`config.mk`:
```
export PLATFORM = sky130hd
export DESIGN_NAME = carfield_apb_periph_demux
export DESIGN_NICKNAME = d
export VERILOG_FILES = /design/src/rtl/carfield_apb_periph_demux.sv
export SDC_FILE = /design/constraint.sdc
export NUM_CORES = 1
export LEC_CHECK = 0
export ABC_AREA = 1
export CAP_MARGIN = 20
export CORE_AREA = 2 2 193 195
export CTS_BUF_LIST = sky130_fd_sc_hd__clkbuf_4
export DETAILED_ROUTE_END_ITERATION = 8
export DIE_AREA = 0 0 195 197
export PLACE_DENSITY = 0.5
export SLEW_MARGIN = 20
export SYNTH_ARGS = -nofsm -noshare
export SYNTH_HDL_FRONTEND = slang
export SYNTH_SLANG_ARGS = --single-unit
```
`constraint.sdc`:
```
create_clock -name clk_i -period 2.9 [get_ports clk_i]
set_input_delay 0.87 -clock clk_i [delete_from_list [all_inputs] [get_ports clk_i]]
set_output_delay 0.87 -clock clk_i [all_outputs]
set_load 0.1 [all_outputs]
```
`src/rtl/carfield_apb_periph_demux.sv`:
```
// carfield_apb_periph_demux: APB responder that decodes the peripheral map and re-issues each transfer downstream
// Ports:
//   clk_i, rst_ni                 clock, asynchronous active-low reset
//   s_p*                          upstream APB3/APB4 responder side (from the AXI-to-APB bridge)
//   m_psel_o                      one-hot downstream select, one bit per slot
//   m_penable_o, m_paddr_o, ...   shared downstream request signals (hold the latched transfer)
//   m_prdata_i/m_pready_i/...     per-slot downstream responses
// Optional (CARFIELD_APB_DEMUX_ERR_LOG_EN): err_clr_i, err_valid_o, err_addr_o, err_timeout_o
//   sticky log of the first decode miss or downstream timeout
module carfield_apb_periph_demux #(
    parameter int unsigned NumPorts        = 9,
    parameter int unsigned AddrWidth       = 32,
    parameter int unsigned DataWidth       = 32,
    parameter int unsigned TimeoutCycles   = 256,
    parameter int unsigned CanEnable       = 1,
    parameter int unsigned StreamerEnable  = 1,
    parameter int unsigned SpaceWireEnable = 1
) (
    input  logic                            clk_i,
    input  logic                            rst_ni,
`ifdef CARFIELD_APB_DEMUX_ERR_LOG_EN
    input  logic                            err_clr_i,
    output logic                            err_valid_o,
    output logic [AddrWidth-1:0]            err_addr_o,
    output logic                            err_timeout_o,
`endif
    input  logic [AddrWidth-1:0]            s_paddr_i,
    input  logic                            s_psel_i,
    input  logic                            s_penable_i,
    input  logic                            s_pwrite_i,
    input  logic [DataWidth-1:0]            s_pwdata_i,
    input  logic [DataWidth/8-1:0]          s_pstrb_i,
    input  logic [2:0]                      s_pprot_i,
    output logic [DataWidth-1:0]            s_prdata_o,
    output logic                            s_pready_o,
    output logic                            s_pslverr_o,
    output logic [NumPorts-1:0]             m_psel_o,
    output logic                            m_penable_o,
    output logic [AddrWidth-1:0]            m_paddr_o,
    output logic                            m_pwrite_o,
    output logic [DataWidth-1:0]            m_pwdata_o,
    output logic [DataWidth/8-1:0]          m_pstrb_o,
    output logic [2:0]                      m_pprot_o,
    input  logic [NumPorts*DataWidth-1:0]   m_prdata_i,
    input  logic [NumPorts-1:0]             m_pready_i,
    input  logic [NumPorts-1:0]             m_pslverr_i
);
    localparam int unsigned IdxWidth = NumPorts > 1 ? $clog2(NumPorts) : 1;
    localparam int unsigned CntWidth = TimeoutCycles > 1 ? $clog2(TimeoutCycles) : 1;
    localparam logic [8:0][31:0] SlotBase = {
        32'h2001_9100, 32'h2001_9000, 32'h2001_1000, 32'h2000_9000, 32'h2000_8000,
        32'h2000_7000, 32'h2000_5000, 32'h2000_4000, 32'h2000_1000};
    localparam logic [8:0][31:0] SlotSize = {
        32'h0000_0F00, 32'h0000_0100, 32'h0000_8000, 32'h0000_8000, 32'h0000_1000,
        32'h0000_1000, 32'h0000_1000, 32'h0000_1000, 32'h0000_1000};
    localparam logic [8:0] SlotEn = {{2{SpaceWireEnable != 0}}, {2{StreamerEnable != 0}}, 4'hF, CanEnable != 0};

    typedef enum logic [1:0] {IDLE, M_SETUP, M_ACCESS, RESP} state_e;

    state_e                state_q, state_d;
    logic [IdxWidth-1:0]   idx_q, dec_idx;
    logic [CntWidth-1:0]   cnt_q;
    logic [DataWidth-1:0]  rdata_q;
    logic                  err_q;
    logic                  dec_hit;
    logic [63:0]           addr_ext;
    logic                  capture;
    logic                  sel_ready;
    logic                  timeout;

    assign capture   = s_psel_i && !s_penable_i;
    assign addr_ext  = 64'(s_paddr_i);
    assign sel_ready = m_pready_i[idx_q];
    assign timeout   = (TimeoutCycles != 0) && (cnt_q == CntWidth'(TimeoutCycles - 1));

    // Ranges never overlap, so at most one slot matches.
    always_comb begin
        dec_hit = 1'b0;
        dec_idx = '0;
        for (int unsigned i = 0; i < 9; i++) begin
            if (i < NumPorts && SlotEn[i] && addr_ext >= 64'(SlotBase[i]) &&
                addr_ext < 64'(SlotBase[i]) + 64'(SlotSize[i])) begin
                dec_hit = 1'b1;
                dec_idx = IdxWidth'(i);
            end
        end
    end

    always_comb begin
        state_d     = state_q;
        m_psel_o    = '0;
        m_penable_o = 1'b0;
        s_pready_o  = 1'b0;
        s_prdata_o  = '0;
        s_pslverr_o = 1'b0;
        case (state_q)
            IDLE:     state_d = capture ? (dec_hit ? M_SETUP : RESP) : IDLE;
            M_SETUP: begin
                m_psel_o = NumPorts'(1) << idx_q;
                state_d  = M_ACCESS;
            end
            M_ACCESS: begin
                m_psel_o    = NumPorts'(1) << idx_q;
                m_penable_o = 1'b1;
                state_d     = (sel_ready || timeout) ? RESP : M_ACCESS;
            end
            default: begin
                s_pready_o  = 1'b1;
                s_prdata_o  = rdata_q;
                s_pslverr_o = err_q;
                state_d     = IDLE;
            end
        endcase
    end

    always_ff @(posedge clk_i or negedge rst_ni) begin
        if (!rst_ni) begin
            state_q <= IDLE;
        end else begin
            state_q <= state_d;
        end
    end

    always_ff @(posedge clk_i or negedge rst_ni) begin
        if (!rst_ni) begin
            idx_q      <= '0;
            cnt_q      <= '0;
            rdata_q    <= '0;
            err_q      <= 1'b0;
            m_paddr_o  <= '0;
            m_pwrite_o <= 1'b0;
            m_pwdata_o <= '0;
            m_pstrb_o  <= '0;
            m_pprot_o  <= '0;
        end else begin
            if (state_q == IDLE && capture) begin
                idx_q      <= dec_idx;
                rdata_q    <= '0;
                err_q      <= !dec_hit;
                m_paddr_o  <= s_paddr_i;
                m_pwrite_o <= s_pwrite_i;
                m_pwdata_o <= s_pwdata_i;
                m_pstrb_o  <= s_pstrb_i;
                m_pprot_o  <= s_pprot_i;
            end
            if (state_q == M_ACCESS) begin
                cnt_q <= (sel_ready || timeout) ? '0 : cnt_q + 1'b1;
                if (sel_ready) begin
                    rdata_q <= m_prdata_i[idx_q*DataWidth +: DataWidth];
                    err_q   <= m_pslverr_i[idx_q];
                end else if (timeout) begin
                    rdata_q <= '0;
                    err_q   <= 1'b1;
                end
            end
        end
    end

`ifdef CARFIELD_APB_DEMUX_ERR_LOG_EN
    logic miss_ev, to_ev;
    assign miss_ev = state_q == IDLE && capture && !dec_hit;
    assign to_ev   = state_q == M_ACCESS && !sel_ready && timeout;

    // A new error in the clear cycle re-arms the log with that error.
    always_ff @(posedge clk_i or negedge rst_ni) begin
        if (!rst_ni) begin
            err_valid_o   <= 1'b0;
            err_addr_o    <= '0;
            err_timeout_o <= 1'b0;
        end else if ((miss_ev || to_ev) && (!err_valid_o || err_clr_i)) begin
            err_valid_o   <= 1'b1;
            err_addr_o    <= miss_ev ? s_paddr_i : m_paddr_o;
            err_timeout_o <= to_ev;
        end else if (err_clr_i) begin
            err_valid_o   <= 1'b0;
            err_addr_o    <= '0;
            err_timeout_o <= 1'b0;
        end
    end
`endif

endmodule
```
Yosys cells after proc, flatten, opt, wreduce, memory -nomap -nowiden:

Cells that the tools add are included.

* $add $sub $neg: 1
* $lt $le $gt $ge: 19
* equality and inequality tests: 3
* shifts and indexed selects: 2
* multiplexer cells: 39
* reduce and logical (&&, ||, !) cells: 17

Operators by type and width (count)
* 32-bit by 30-bit greater-or-equal comparator with 1-bit output, second input constant: 9
* 32-bit by 30-bit < comparator with 1-bit output, second input constant: 9
* 288-bit by 10-bit variable part select with 32-bit output: 1
* 32-bit two-way mux: 5
* 1-bit two-way mux: 20
* 3-bit two-way mux: 4
* 1-bit logical AND: 11
* 9-bit two-way mux: 1
* 1-bit by 4-bit << shifter with 9-bit output, first input constant: 1
* 8-bit by 1-bit adder with 8-bit output, second input constant: 1
* 1-bit binary-select mux with 4-bit select: 2
* 8-bit == test, second input constant: 1
* 2-bit two-way mux: 4
* 8-bit two-way mux: 1
* 2-bit one-hot mux with 3 select lines: 1
* 4-bit by 5-bit < comparator with 1-bit output, second input constant: 1
* 4-bit two-way mux: 1
* 3-bit OR reduction: 1
* 2-bit by 1-bit == test with 1-bit output, second input constant: 1
* 2-bit == test, second input constant: 1
* 1-bit zero test: 2
* 2-bit zero test: 1
* 2-bit OR reduction: 1
* 1-bit logical OR: 1

* register bits after elaboration: 119
* bits of input ports: 382

Logic depth before layout (Yosys ltp):

* word-level depth: 16
* depth in mapped cells: 13
* gate-level depth less buffers: 13

Least setup slack after synthesis:

Ideal clock, no wire load.

* path kind: register to output
* from: register idx_q[3]
* to: output port m_psel_o[8]
* arrival time: 3709 ps
* data required time: 2030 ps
* setup slack: -1679 ps
* cell stages (with the launch flop): 5
* path buffers: 2
* cells stage by stage: dfrtp_1 inv_1 clkbuf_1 buf_1 nor4_1

* cells in the longest elaborated chain, start to end: 2

Ends and longest elaborated chain
* start, declared: RTL line 61 `logic [IdxWidth-1:0] idx_q, dec_idx;`
* start signal, assigned: RTL line 137 `idx_q <= dec_idx;`
* 1-bit by 4-bit << shifter with 9-bit output: RTL line 99, 103
* 9-bit two-way mux
* end, declared: RTL line 37 `output logic [NumPorts-1:0] m_psel_o,`

No other way between the ends.

Worst setup path in the final report:

* from: register state_q[1]
* to: output port m_psel_o[0]

* cells in the longest elaborated chain, start to end: 3
* elaborated cells on any way between the ends: 4

Ends and longest elaborated chain
* start, declared: RTL line 60 `state_e state_q, state_d;`
* start signal, assigned: RTL line 120 `state_q <= state_d;`
* 2-bit == test or 2-bit by 1-bit == test with 1-bit output (tied branches): RTL line 96 `case (state_q)`
* 2-bit OR reduction (no source line) *
* 9-bit two-way mux *

Mark *: on every way between the ends. The rest lies on a longest branch, timed or not.

==> run metrics <==
Initial Utilization=0.212; Worst R2R Setup Slack=about 0.56 ns; clk_skew=around 0.014 ns; critical path capture point type=primary output; synthesized area=a little under 0.008 mm²; buffer depth of the longest clock path=2; leakage=roughly 6.3 nW; startpoint types=flop; Synth Instances=around 1200; slew margin rel.=0.578; final setup fails=0; Critical path origin=state_q[1]$_DFF_PN0_; Routability Congestion=0.895; worst path arrival time=approximately 1.9 ns; cells on worst reg2reg path=12; met1 GRT Util=0.235; Final Max Slew Viols=0; first-pass GRT wire length=59000 µm; number of global-route vias before repair=approximately 9800; clock slew at reported path FFs=around 0.13 ns; Fin. Hold Viols=0; predominant post-synthesis flop cell=dfrtp_1; Seq/Total Area, Yosys=0.387; minimum clock period=2.76 ns; largest net degree at the start of global routing=a little under 70; IO Pins=between 400 and 500; crit path capture=m_psel_o[0]; Die Width=between 150 and 200 µm; Core Area=approximately 0.036 mm²; die span in y=approximately 200 µm; asr flop ratio synth=1.00; Fillers=3847; PortBufs=497; initial antenna violation count=5; nets@finish=about 2100; number of synthesized flops with an enable pin=0; DRC errors left=0; root buffer cell=clkbuf_4; maximum VDD drop=0.000871 V; global routing usage on met2=0.360; GRT met3 Usage=0.0546; area delta synth->final=82.2%; yosys warns=0; Hold Path Class=in -> async; clk sink count=approximately 120; cts hold-fix bufs=0; most frequent cells in the layout=nand2_1 (681), clkdlybuf4s50_1 (380), dfrtp_1 (118); Avg Inst Size Synth=6.37 µm²; WL/cell=18.1 µm; worst skew pair latency=~0.54 ns; Detailed Route WL=~39000 µm; worst slew pin tran=~0.63 ns; maxcap violations=0; pwr dens=just under 1000 mW/mm²; slowest library cell on the worst path=dfrtp_1; Iteration-0 DRC Markers=about 450; die area=approximately 0.038 mm²; CTS tree=yes; grt ovf=0; reg2reg start=idx_q[0]$_DFFE_PN0P_; Worst EP required=between 2 and 2.5 ns; FMAX=0.362 GHz; H-tree depth=4; r2r endpoint=rdata_q[13]$_DFF_PN0_; total CTS buffers=17; global routing's busiest layer=met2; syn nets=1593; status=completed; layout cell share with drive strength beyond 1=0.138; design area=0.0140 mm²; critical path's largest stage delay=between 0.4 and 0.5 ns; fin crit share=0.953; most common cell after layout, fill and taps aside=nand2_1; GRT Total Usage=0.201; worst-path cell chain=inv_1 > ha_4 > nand3_2 > nor2_2 > buf_12; utilization after layout=0.386; Netlist cell types=34; vias per inst=about 4.4; HPWL Detailed=between 30000 and 40000 µm; CP Max Fanout=4; via count=around 9600; Crit Path Class=reg -> out; area post-placement=0.0136 mm²; Initial DRT Pass Iterations=7; post-route ant nets=0; Yosys reg bits=~120; Rows=70
layout make-up:
class | instances | area [µm²] | share of cell area
repair buffers | 525 | 5570 | 0.398
well taps | 468 | 586 | 0.0418
diodes | 5 | 12.5 | 0.000893
flip-flops and latches | 119 | 2980 | 0.213
clock buffers | 17 | 128 | 0.00911
inverters | 71 | 374 | 0.0267
clock inverters | 15 | 178 | 0.0127
multi-input cells | 944 | 4180 | 0.298
synth_stat cells, types with 9 or more instances:
| master | n | area [µm²] |
|---|---|---|
| a21oi_1 | 9 | 45.0 |
| buf_2 | 12 | 60.1 |
| buf_4 | 10 | 75.1 |
| clkbuf_1 | 44 | 165 |
| dfrtp_1 | 119 | 2980 |
| inv_1 | 64 | 240 |
| nand2_1 | 681 | 2560 |
| nand3_1 | 79 | 395 |
| nand4_1 | 42 | 263 |
| nor2_1 | 49 | 184 |
| o21ai_0 | 21 | 105 |
| o221ai_1 | 26 | 228 |
per-stage QoR:
step | setup slack, ns | hold slack, ns | cells | total power [mW] | TNS (ns)
detailed placement | 0.199 | 0.459 | 2126 | 12.6 | 0
global route | -0.00598 | 0.254 | 2163 | 14.8 | -0.0102
finish | 0.138 | 0.282 | 2164 | 13.9 | 0
floorplan | -0.518 | 0.442 | 1207 | 9.44 | -2.68
CTS | -0.0437 | 0.253 | 2158 | 14.0 | -0.153
global placement | 0.244 | 0.453 | 2126 | 12.6 | 0
critical path: cells and delay by family, from the launching register on:
kind | cells | cell delay, ns
flip-flops | 1 | 0.42
AND/OR/NAND/NOR | 2 | 0.34
adder cells (fa/ha/maj) | 1 | 0.30
buffers and inverters | 2 | 0.29
worst min-delay path by stage:
stage                                     end  slack (ns)
global route        m_paddr_o[24]$_DFFE_PN0P_        0.25
global placement         rdata_q[8]$_DFF_PN0_        0.45
floorplan                rdata_q[0]$_DFF_PN0_        0.44
detailed placement      rdata_q[21]$_DFF_PN0_        0.46
finish              m_paddr_o[24]$_DFFE_PN0P_        0.28
CTS                 m_paddr_o[24]$_DFFE_PN0P_        0.25
routing by layer:
| layer | part of all wire | vias up |
|---|---|---|
| met1 | 0.41 | 4404 |
| met2 | 0.50 | 375 |
| li1 | - | 4770 |
| met3 | 0.078 | 37 |
| met4 | 0.020 | 0 |
| met5 | 0 | - |
registers in the layout, indices dropped and copies added, names as in the netlist:
| register | flops |
|---|---|
| rdata_q | 32 |
| idx_q | 4 |
| m_pprot_o | 3 |
| m_pwdata_o | 32 |
| cnt_q | 8 |
| state_q | 2 |
| m_pwrite_o | 1 |
| m_pstrb_o | 4 |
| m_paddr_o | 32 |
| err_q | 1 |
timing repair:
action / 4_1_cts / 5_1_grt
resized for setup: 5 / 4
pin swaps: 0 / 1
setup buffers: 0 / 1
setup endpoints to repair: 6 / 23
power by group:
part / switching [mW] / total [mW] / internal, mW
Clock: 0.740 / 1.34 / 0.600
Combinational: 7.15 / 9.77 / 2.62
Sequential: 0.420 / 2.77 / 2.35
kinds of logic (layout without fill, tap and decap cells):
| family | after synthesis | in the layout | synth area share |
|---|---|---|---|
| buf+inv | 144 | 628 | 0.0804 |
| other cells | 0 | 5 | 0 |
| xor+xnor | 4 | 4 | 0.00456 |
| compound gates | 71 | 71 | 0.0638 |
| simple gates | 865 | 865 | 0.457 |
| flops | 119 | 119 | 0.387 |
| fa+ha+maj | 4 | 4 | 0.00651 |
No activity file was read; power rests on OpenSTA's default activity.
